[config.mk]
export PLATFORM = sky130hd
export DESIGN_NAME = uart_hexfmt
export DESIGN_NICKNAME = d
export VERILOG_FILES = /design/src/rtl/uart_pkg.sv /design/src/rtl/uart_fifo.sv /design/src/rtl/uart_hexfmt.sv
export SDC_FILE = /design/constraint.sdc
export NUM_CORES = 1
export LEC_CHECK = 0
export BUFFER_PORTS_ARGS = -buffer_cell sky130_fd_sc_hd__buf_2
export CAP_MARGIN = 20
export CORE_MARGIN = 2
export CORE_UTILIZATION = 40
export CTS_CLUSTER_SIZE = 28
export DETAILED_ROUTE_END_ITERATION = 12
export PLACE_DENSITY = 0.59
export SKIP_LAST_GASP = 1
export SLEW_MARGIN = 40
export SYNTH_ARGS = -nofsm -noshare
export SYNTH_HDL_FRONTEND = slang
export SYNTH_SLANG_ARGS = --single-unit
[constraint.sdc]
create_clock -name clk -period 3 [get_ports clk]
set_input_delay 0.3 -clock clk [delete_from_list [all_inputs] [get_ports clk]]
set_output_delay 0.3 -clock clk [all_outputs]
set_load 0.01 [all_outputs]
[src/rtl/uart_pkg.sv]
// Shared definitions for the UART block: ASCII control characters, formatter
// FSM encoding and the nibble-to-ASCII helper.
package uart_pkg;

  localparam logic [7:0] ASCII_CR = 8'h0D;
  localparam logic [7:0] ASCII_LF = 8'h0A;

  // Bits per serial frame on the transmitter side (start + 8 data + stop).
  localparam int SERIAL_WCNT = 10;

  typedef enum logic [2:0] {
    ST_IDLE = 3'd0,
    ST_HEX  = 3'd1,
    ST_CR   = 3'd2,
    ST_LF   = 3'd3,
    ST_WACK = 3'd4
  } fmt_state_t;

  function automatic logic [7:0] hex2ascii(input logic [3:0] n);
    logic [7:0] wide;
    wide = {4'h0, n};
    if (n < 4'd10) return 8'h30 + wide;
    else           return 8'h41 + (wide - 8'd10);
  endfunction

endpackage

[src/rtl/uart_fifo.sv]
// Synchronous FIFO; dout shows the head entry whenever the FIFO is not empty.
module uart_fifo #(
  parameter int DEPTH = 4,
  parameter int WIDTH = 32
) (
  input  logic                     clk,
  input  logic                     rst_,
  input  logic                     push,
  input  logic                     pop,
  input  logic [WIDTH-1:0]         din,
  output logic [WIDTH-1:0]         dout,
  output logic [$clog2(DEPTH):0]   count,
  output logic                     full,
  output logic                     empty
);

  localparam int AW = $clog2(DEPTH);
  localparam int CW = AW + 1;

  logic [WIDTH-1:0] mem [DEPTH];
  logic [AW-1:0]    wr_ptr;
  logic [AW-1:0]    rd_ptr;
  logic             do_push;
  logic             do_pop;

  assign full    = (count == CW'(DEPTH));
  assign empty   = (count == '0);
  assign do_push = push && !full;
  assign do_pop  = pop && !empty;
  assign dout    = mem[rd_ptr];

  // Pointers wrap naturally because DEPTH is a power of two.
  always_ff @(posedge clk or negedge rst_) begin
    if (!rst_) begin
      wr_ptr <= '0;
      rd_ptr <= '0;
      count  <= '0;
    end else begin
      if (do_push) wr_ptr <= wr_ptr + AW'(1);
      if (do_pop)  rd_ptr <= rd_ptr + AW'(1);
      case ({do_push, do_pop})
        2'b10:   count <= count + CW'(1);
        2'b01:   count <= count - CW'(1);
        default: count <= count;
      endcase
    end
  end

  always_ff @(posedge clk) begin
    if (do_push) mem[wr_ptr] <= din;
  end

endmodule

[src/rtl/uart_hexfmt.sv]
// Renders buffered words as uppercase hex plus CR LF, one character per
// transmitter handshake.
module uart_hexfmt
  import uart_pkg::*;
#(
  parameter int DEPTH   = 4,
  parameter int NIBBLES = 8
) (
  input  logic                   clk,
  input  logic                   rst_,
  input  logic                   in_valid,
  input  logic [4*NIBBLES-1:0]   in_data,
  output logic                   in_ready,
  output logic                   tx_we,
  output logic [7:0]             tx_data,
  input  logic                   tx_ready,
  output logic                   busy
);

  localparam int WIDTH = 4 * NIBBLES;
  localparam int CW    = $clog2(DEPTH) + 1;
  localparam int LW    = $clog2(NIBBLES + 1);

  fmt_state_t       state, state_n;
  fmt_state_t       ret_state, ret_state_n;
  logic [WIDTH-1:0] shreg, shreg_n;
  logic [LW-1:0]    chars_left, chars_left_n;
  logic             tx_we_n;
  logic [7:0]       tx_data_n;

  logic             push;
  logic             pop;
  logic [WIDTH-1:0] fifo_dout;
  logic [CW-1:0]    fifo_count;
  logic             fifo_full;
  logic             fifo_empty;

  assign in_ready = !fifo_full;
  assign push     = in_valid && in_ready;
  assign busy     = (state != ST_IDLE) || !fifo_empty;

  uart_fifo #(.DEPTH(DEPTH), .WIDTH(WIDTH)) u_fifo (
    .clk   (clk),
    .rst_  (rst_),
    .push  (push),
    .pop   (pop),
    .din   (in_data),
    .dout  (fifo_dout),
    .count (fifo_count),
    .full  (fifo_full),
    .empty (fifo_empty)
  );

  always_ff @(posedge clk or negedge rst_) begin
    if (!rst_) state <= ST_IDLE;
    else       state <= state_n;
  end

  // WACK waits for tx_ready to drop so the transmitter has latched the byte.
  always_comb begin
    state_n = state;
    case (state)
      ST_IDLE: if (fifo_count != '0) state_n = ST_HEX;
      ST_HEX,
      ST_CR,
      ST_LF:   if (tx_ready) state_n = ST_WACK;
      ST_WACK: if (!tx_ready) state_n = ret_state;
      default: state_n = ST_IDLE;
    endcase
  end

  always_comb begin
    pop          = 1'b0;
    shreg_n      = shreg;
    chars_left_n = chars_left;
    ret_state_n  = ret_state;
    tx_we_n      = 1'b0;
    tx_data_n    = tx_data;
    case (state)
      ST_IDLE: begin
        if (fifo_count != '0) begin
          pop          = 1'b1;
          shreg_n      = fifo_dout;
          chars_left_n = LW'(NIBBLES);
        end
      end
      ST_HEX: begin
        if (tx_ready) begin
          tx_we_n      = 1'b1;
          tx_data_n    = hex2ascii(shreg[WIDTH-1 -: 4]);
          shreg_n      = {shreg[WIDTH-5:0], 4'h0};
          chars_left_n = chars_left - LW'(1);
          ret_state_n  = (chars_left > LW'(1)) ? ST_HEX : ST_CR;
        end
      end
      ST_CR: begin
        if (tx_ready) begin
          tx_we_n     = 1'b1;
          tx_data_n   = ASCII_CR;
          ret_state_n = ST_LF;
        end
      end
      ST_LF: begin
        if (tx_ready) begin
          tx_we_n     = 1'b1;
          tx_data_n   = ASCII_LF;
          ret_state_n = ST_IDLE;
        end
      end
      default: ;
    endcase
  end

  always_ff @(posedge clk or negedge rst_) begin
    if (!rst_) begin
      ret_state  <= ST_IDLE;
      shreg      <= '0;
      chars_left <= '0;
      tx_we      <= 1'b0;
      tx_data    <= 8'h00;
    end else begin
      ret_state  <= ret_state_n;
      shreg      <= shreg_n;
      chars_left <= chars_left_n;
      tx_we      <= tx_we_n;
      tx_data    <= tx_data_n;
    end
  end

endmodule
Word level (Yosys, flattened, before mapping). Memories as Yosys holds them, arrays and structs flattened. Index checks and enable logic that the tools add are counted.

Add/subtract/negate cells: 8. $lt $le $gt $ge: 2. Eq/ne operators: 13. Multiplexer cells: 27. Reductions and logical operators: 17.

Operator list (number): 2-to-1 mux 32 bit (2); one-hot mux 32 bit (2 select lines) (1); 2-to-1 mux 8 bit (4); one-hot mux 8 bit (3 select lines) (1); 2-to-1 mux 3 bit (6); one-hot mux 3 bit (3 select lines) (2); inequality test 2 bit (second input constant) (5); nonzero test 3 bit (3); adder 7 x 8 -> 8 bit (first input constant) (1); 2-to-1 mux 4 bit (2); one-hot mux 4 bit (2 select lines) (1); adder 6 x 4 -> 7 bit (first input constant) (1); == test 3 x 2 -> 1 bit (second input constant) (2); == test 3 bit (second input constant) (2); logical NOT 3 bit (2); 2-to-1 mux 1 bit (6); one-hot mux 3 bit (2 select lines) (1); AND reduction 3 bit (2); subtractor 4 x 4 -> 5 bit (second input constant) (1); adder 2 x 1 -> 2 bit (second input constant) (2); greater-than comparator 4 x 1 -> 1 bit (second input constant) (1); less-than comparator 4 bit (second input constant) (1); AND reduction 4 bit (1); nonzero test 2 bit (2); 12 further kinds (15).

Flip-flop bits (word level): 58. RAM bits: 128. Output and inout port bits: 11. Word-level logic and storage cells: 77. Memories kept: 1.

Memory list: u_fifo.mem (depth 4, bits a word 32, read ports 1, clocked after memory_dff 0, wr ports 1, line uart_fifo.sv:20) `logic [WIDTH-1:0] mem [DEPTH];`.

Logic depth before layout (Yosys ltp).
Depth after elaboration: 6. Mapped depth: 10.

Modules after synthesis. Synthesis repeated with hierarchy kept, for this count alone.

Cells, all modules: 421. Area, all modules: 7533.5 um^2.

Modules (own cells, without submodules): uart_fifo (instances 1, cells each 205, area each 5091.1 um^2); uart_hexfmt (instances 1, cells each 216, area each 2442.3 um^2).

Worst setup path after synthesis. OpenSTA, ideal clock, no wires.

Path kind: register -> register. Start point: register state[2]. End point: register u_fifo.count[2]. Library setup time: 0.079 ns. Arrival: 2.280 ns. Data required time: 2.921 ns. Slack: 0.641 ns. Cell stages (with the launch flop): 11. Path buffers: 1. Clock period less this slack: 2.359 ns. Cells stage by stage: dfrtp_1 -> buf_6 -> nor3_1 -> nand2_1 -> inv_1 -> ha_1 -> inv_1 -> fa_1 -> xor2_1 -> nor2_1 -> xor2_1.

Longest elaborated chain between the ends: 5.

RTL lines: from (decl) (line uart_hexfmt.sv:24) `fmt_state_t state, state_n;`; from (signal assigned) (line uart_hexfmt.sv:56) `else state <= state_n;`; logical NOT 3 bit (*) (line uart_hexfmt.sv:79) `case (state)`; 2-to-1 mux 1 bit (*) (line uart_hexfmt.sv:79); logical AND 1 bit (*) (line uart_fifo.sv:29) `assign do_pop = pop && !empty;`; net u_fifo.do_pop (line uart_fifo.sv:24) `logic do_pop;`; == test 2 x 1 -> 1 bit / == test 2 bit (equally long branches) (line uart_fifo.sv:41) `case ({do_push, do_pop})`; one-hot mux 3 bit (2 select lines) / nonzero test 2 bit (equally long branches); to (signal assigned) (line uart_fifo.sv:42) `2'b10: count <= count + CW'(1);`; to (signal assigned) (line uart_fifo.sv:43) `2'b01: count <= count - CW'(1);`; to (signal assigned) (line uart_fifo.sv:44) `default: count <= count;`; to (decl) (line uart_fifo.sv:12) `output logic [$clog2(DEPTH):0] count,`.

Mark *: on every way through the listed nets, which the timed path passes. The rest lies on a longest branch. A chain may end at the register's enable or synchronous reset.

Worst setup path after layout.
Start point: register state[1]. End point: register u_fifo.count[2].

The elaborated chain is that of the path after synthesis.

==> impl_metrics.tcl <==
set metrics [dict create \
    dp_hpwl_um 8470 \
    final_cell_mix "edfxtp_1 (128), dfrtp_1 (55), buf_2 (45), mux4_2 (32), or3_1 (29)" \
    nFillCells 1510 \
    yosys.area.top_type "edfxtp_1" \
    drv_cap 0 \
    dr_wl_met3_um 370 \
    dr.first_iter.drc_count 291 \
    grt_setup_unrepaired "false" \
    crit_required_ns 3.34 \
    seq_area_frac_synth_pct 70.4 \
    worst_slack_ns 0.586 \
    die_h_um 140 \
    slew_viol_final 0 \
    grt_overflow_total 0 \
    start_kind "flip-flop" \
    vias 3825 \
    synth.mux.area_fraction_pct 10.1 \
    numPortBuffers 45 \
    die_w_um 140 \
    skew_ns 0.0107 \
    clkSinkCount 184 \
    grt_use_total_pct 14.7 \
    synth_edf_count 128 \
    cts_buffers 17 \
    wl_met1_um 6250 \
    min-delay-path-class "in2reg" \
    syn_avg_cell_area_um2 17.8 \
    post_drt_wl_per_cell_um 19.1 \
    core_um2 18100 \
    synthXorXnorAreaFrac_pct 1.06 \
    ant_nets 0 \
    synthTopCellsByArea "edfxtp_1 (52%), dfrtp_1 (19%), mux4_2 (9.7%)" \
    synth_compound_area_share_pct 7.15 \
    crit_path_end_kind "flip-flop" \
    ys.flop_type "edfxtp_1" \
    path_class "reg2reg" \
    clk_pin_slew_ns 0.06 \
    grt_max_degree 33 \
    layout_commonest_cell "edfxtp_1" \
    syn-instance-count 418 \
    cts_resized 0 \
    highest_layer "met4" \
    hold_viol 0 \
    drcViolationCount 0 \
    synthDistinctLibCells 52 \
    p_per_area_nw_per_um2 1060 \
    boundaryPins 47 \
    initial_core_util_pct 41.1 \
    grt_pass1_wl_um 21900 \
    cp_data_arrival_time_ns 2.75 \
    slew_headroom_pct 54.0 \
    post-route-period-util_pct 80.5 \
    area_growth_pct 14.8 \
    die_area_um2 19700 \
    status "finished clean" \
    clock_tree.root_cell "clkbuf_16" \
    first_global_vias 3896 \
    synth_top_family_by_area "multiplexers" \
    routed-wl-met2_um 6880 \
    worstPathMaxFanout 13 \
    drt_first_pass_iters 4 \
    grt_antenna_before_repair 0 \
    p_leak_nw 3.11 \
    fmax_mhz 414 \
    drive_gt1_share_pct 30.8 \
    cts_tree "done" \
    final_nets 519 \
    ir_drop_mv 0.456 \
    n_antenna_cell 0 \
    pre_cts_ws_ns 0.620 \
    post-route-min-period_ns 2.41 \
    fin_setup_tns_ns 0 \
    place_congestion 0.757 \
    synth_area_um2 7450 \
    clock_latency_ns 0.42 \
    h-tree-depth 4 \
    synth_fp_nets 466 \
    netlist.area_leader.share_pct 51.6 \
    worst_pin_slew_ns 0.683 \
    cts_buffer_depth 2 \
    drt-total-wl_um 13600 \
    core.rowCount 49 \
    synthAdderAreaFrac_pct 2.12 \
    final-setup-viol-count 0 \
    synthArstFlopShare_pct 30.4 \
    ys_warn_count 0 \
    ys_ff_latch 184 \
    vias_per_cell 5.36 \
    yosys.area_share.simple_pct 6.04 \
]
==> metrics by stage <==
step	hold slack (ns)	util, %	instance area (µm²)	cells	power (mW)
final	0.0875	47.2	8560	713	9.11
after global placement	0.392	43.5	7890	679	6.83
after CTS	0.0652	47.0	8530	712	9.22
after detailed placement	0.408	43.5	7890	679	6.88
after floorplan	0.00441	-	7450	418	6.15
after global routing	0.0699	47.2	8560	713	9.65
==> cell families (layout without fill, tap and decap cells) <==
family / Yosys count / after routing
adders and majority gates: 12 / 12
other: 1 / 1
buffers and inverters: 40 / 106
AOI/OAI and AO/OA: 60 / 60
DFF: 184 / 184
muxes: 35 / 35
and+or+nand+nor: 77 / 77
xor gates and xnor gates: 9 / 9
==> cell usage after synthesis (7+ instances only) <==
master / count
mux4_2: 32
dfrtp_1: 56
inv_1: 14
o221a_2: 26
buf_2: 8
ha_1: 11
clkbuf_1: 9
nand2_1: 9
o21ai_0: 11
nor2_1: 7
edfxtp_1: 128
or3_1: 29
and3_1: 7
==> what timing repair did <==
| item | in CTS | in global routing |
|---|---|---|
| hold buffers | 1 | 0 |
| setup buffers | 0 | 0 |
| endpoints found under the hold margin | 30 | 0 |
==> flip-flops by register name (all words and copies together) (netlist names) <==
register / flops
shreg: 32
tx_data: 7
ret_state: 2
state: 3
u_fifo.wr_ptr: 2
u_fifo.rd_ptr: 2
chars_left: 4
u_fifo.mem: 128
u_fifo.count: 3
tx_we: 1
==> worst paths after layout <==
| kind | to | start | cells past startpoint | slack, ns |
|---|---|---|---|---|
| max in group asynchronous | u_fifo.count[1]$_DFFE_PN0P_ | rst_ | 4 | 1.90 |
| min in group asynchronous | ret_state[1]$_DFFE_PN0P_ | rst_ | 2 | 0.29 |
| min reg2reg | tx_data[6]$_DFFE_PN0P_ | tx_data[6]$_DFFE_PN0P_ | 1 | 0.50 |
| min | u_fifo.mem[3][18]$_DFFE_PP_ | in_data[18] | 1 | 0.09 |
| max | u_fifo.count[2]$_DFFE_PN0P_ | state[1]$_DFFE_PN0P_ | 10 | 0.59 |
| max reg2reg | u_fifo.count[2]$_DFFE_PN0P_ | state[1]$_DFFE_PN0P_ | 10 | 0.59 |
==> final cells by class <==
type,instances,area [µm²],share of cell area [%]
well taps,229,287,3.35
clock buffers,28,583,6.81
repair buffers,60,360,4.21
multi-input cells,194,1980,23.1
clock inverters,4,48.8,0.570
flip-flops and latches,184,5250,61.3
inverters,14,52.6,0.614
==> power breakdown <==
group          internal (mW)  switching, mW
registers               3.50          0.417
clock network           1.42          0.883
logic                   1.43           1.46
total                   6.34           2.76
==> critical path: stages, from the launching register on <==
cell     delay (ns)
dfrtp_1        0.49
nor3_1         0.25
buf_4          0.18
nand2_1        0.14
inv_1          0.21
ha_1           0.22
inv_1          0.06
fa_1           0.38
xor2_1         0.15
nor2_1         0.11
xor2_1         0.16
==> per-layer routing <==
metal,GRT usage (%),up-vias
li1,-,1770
met1,19.7,1990
met2,23.7,56
met3,4.00,9
met4,4.42,0
met5,0,-
(Power assumes the default switching activity.)
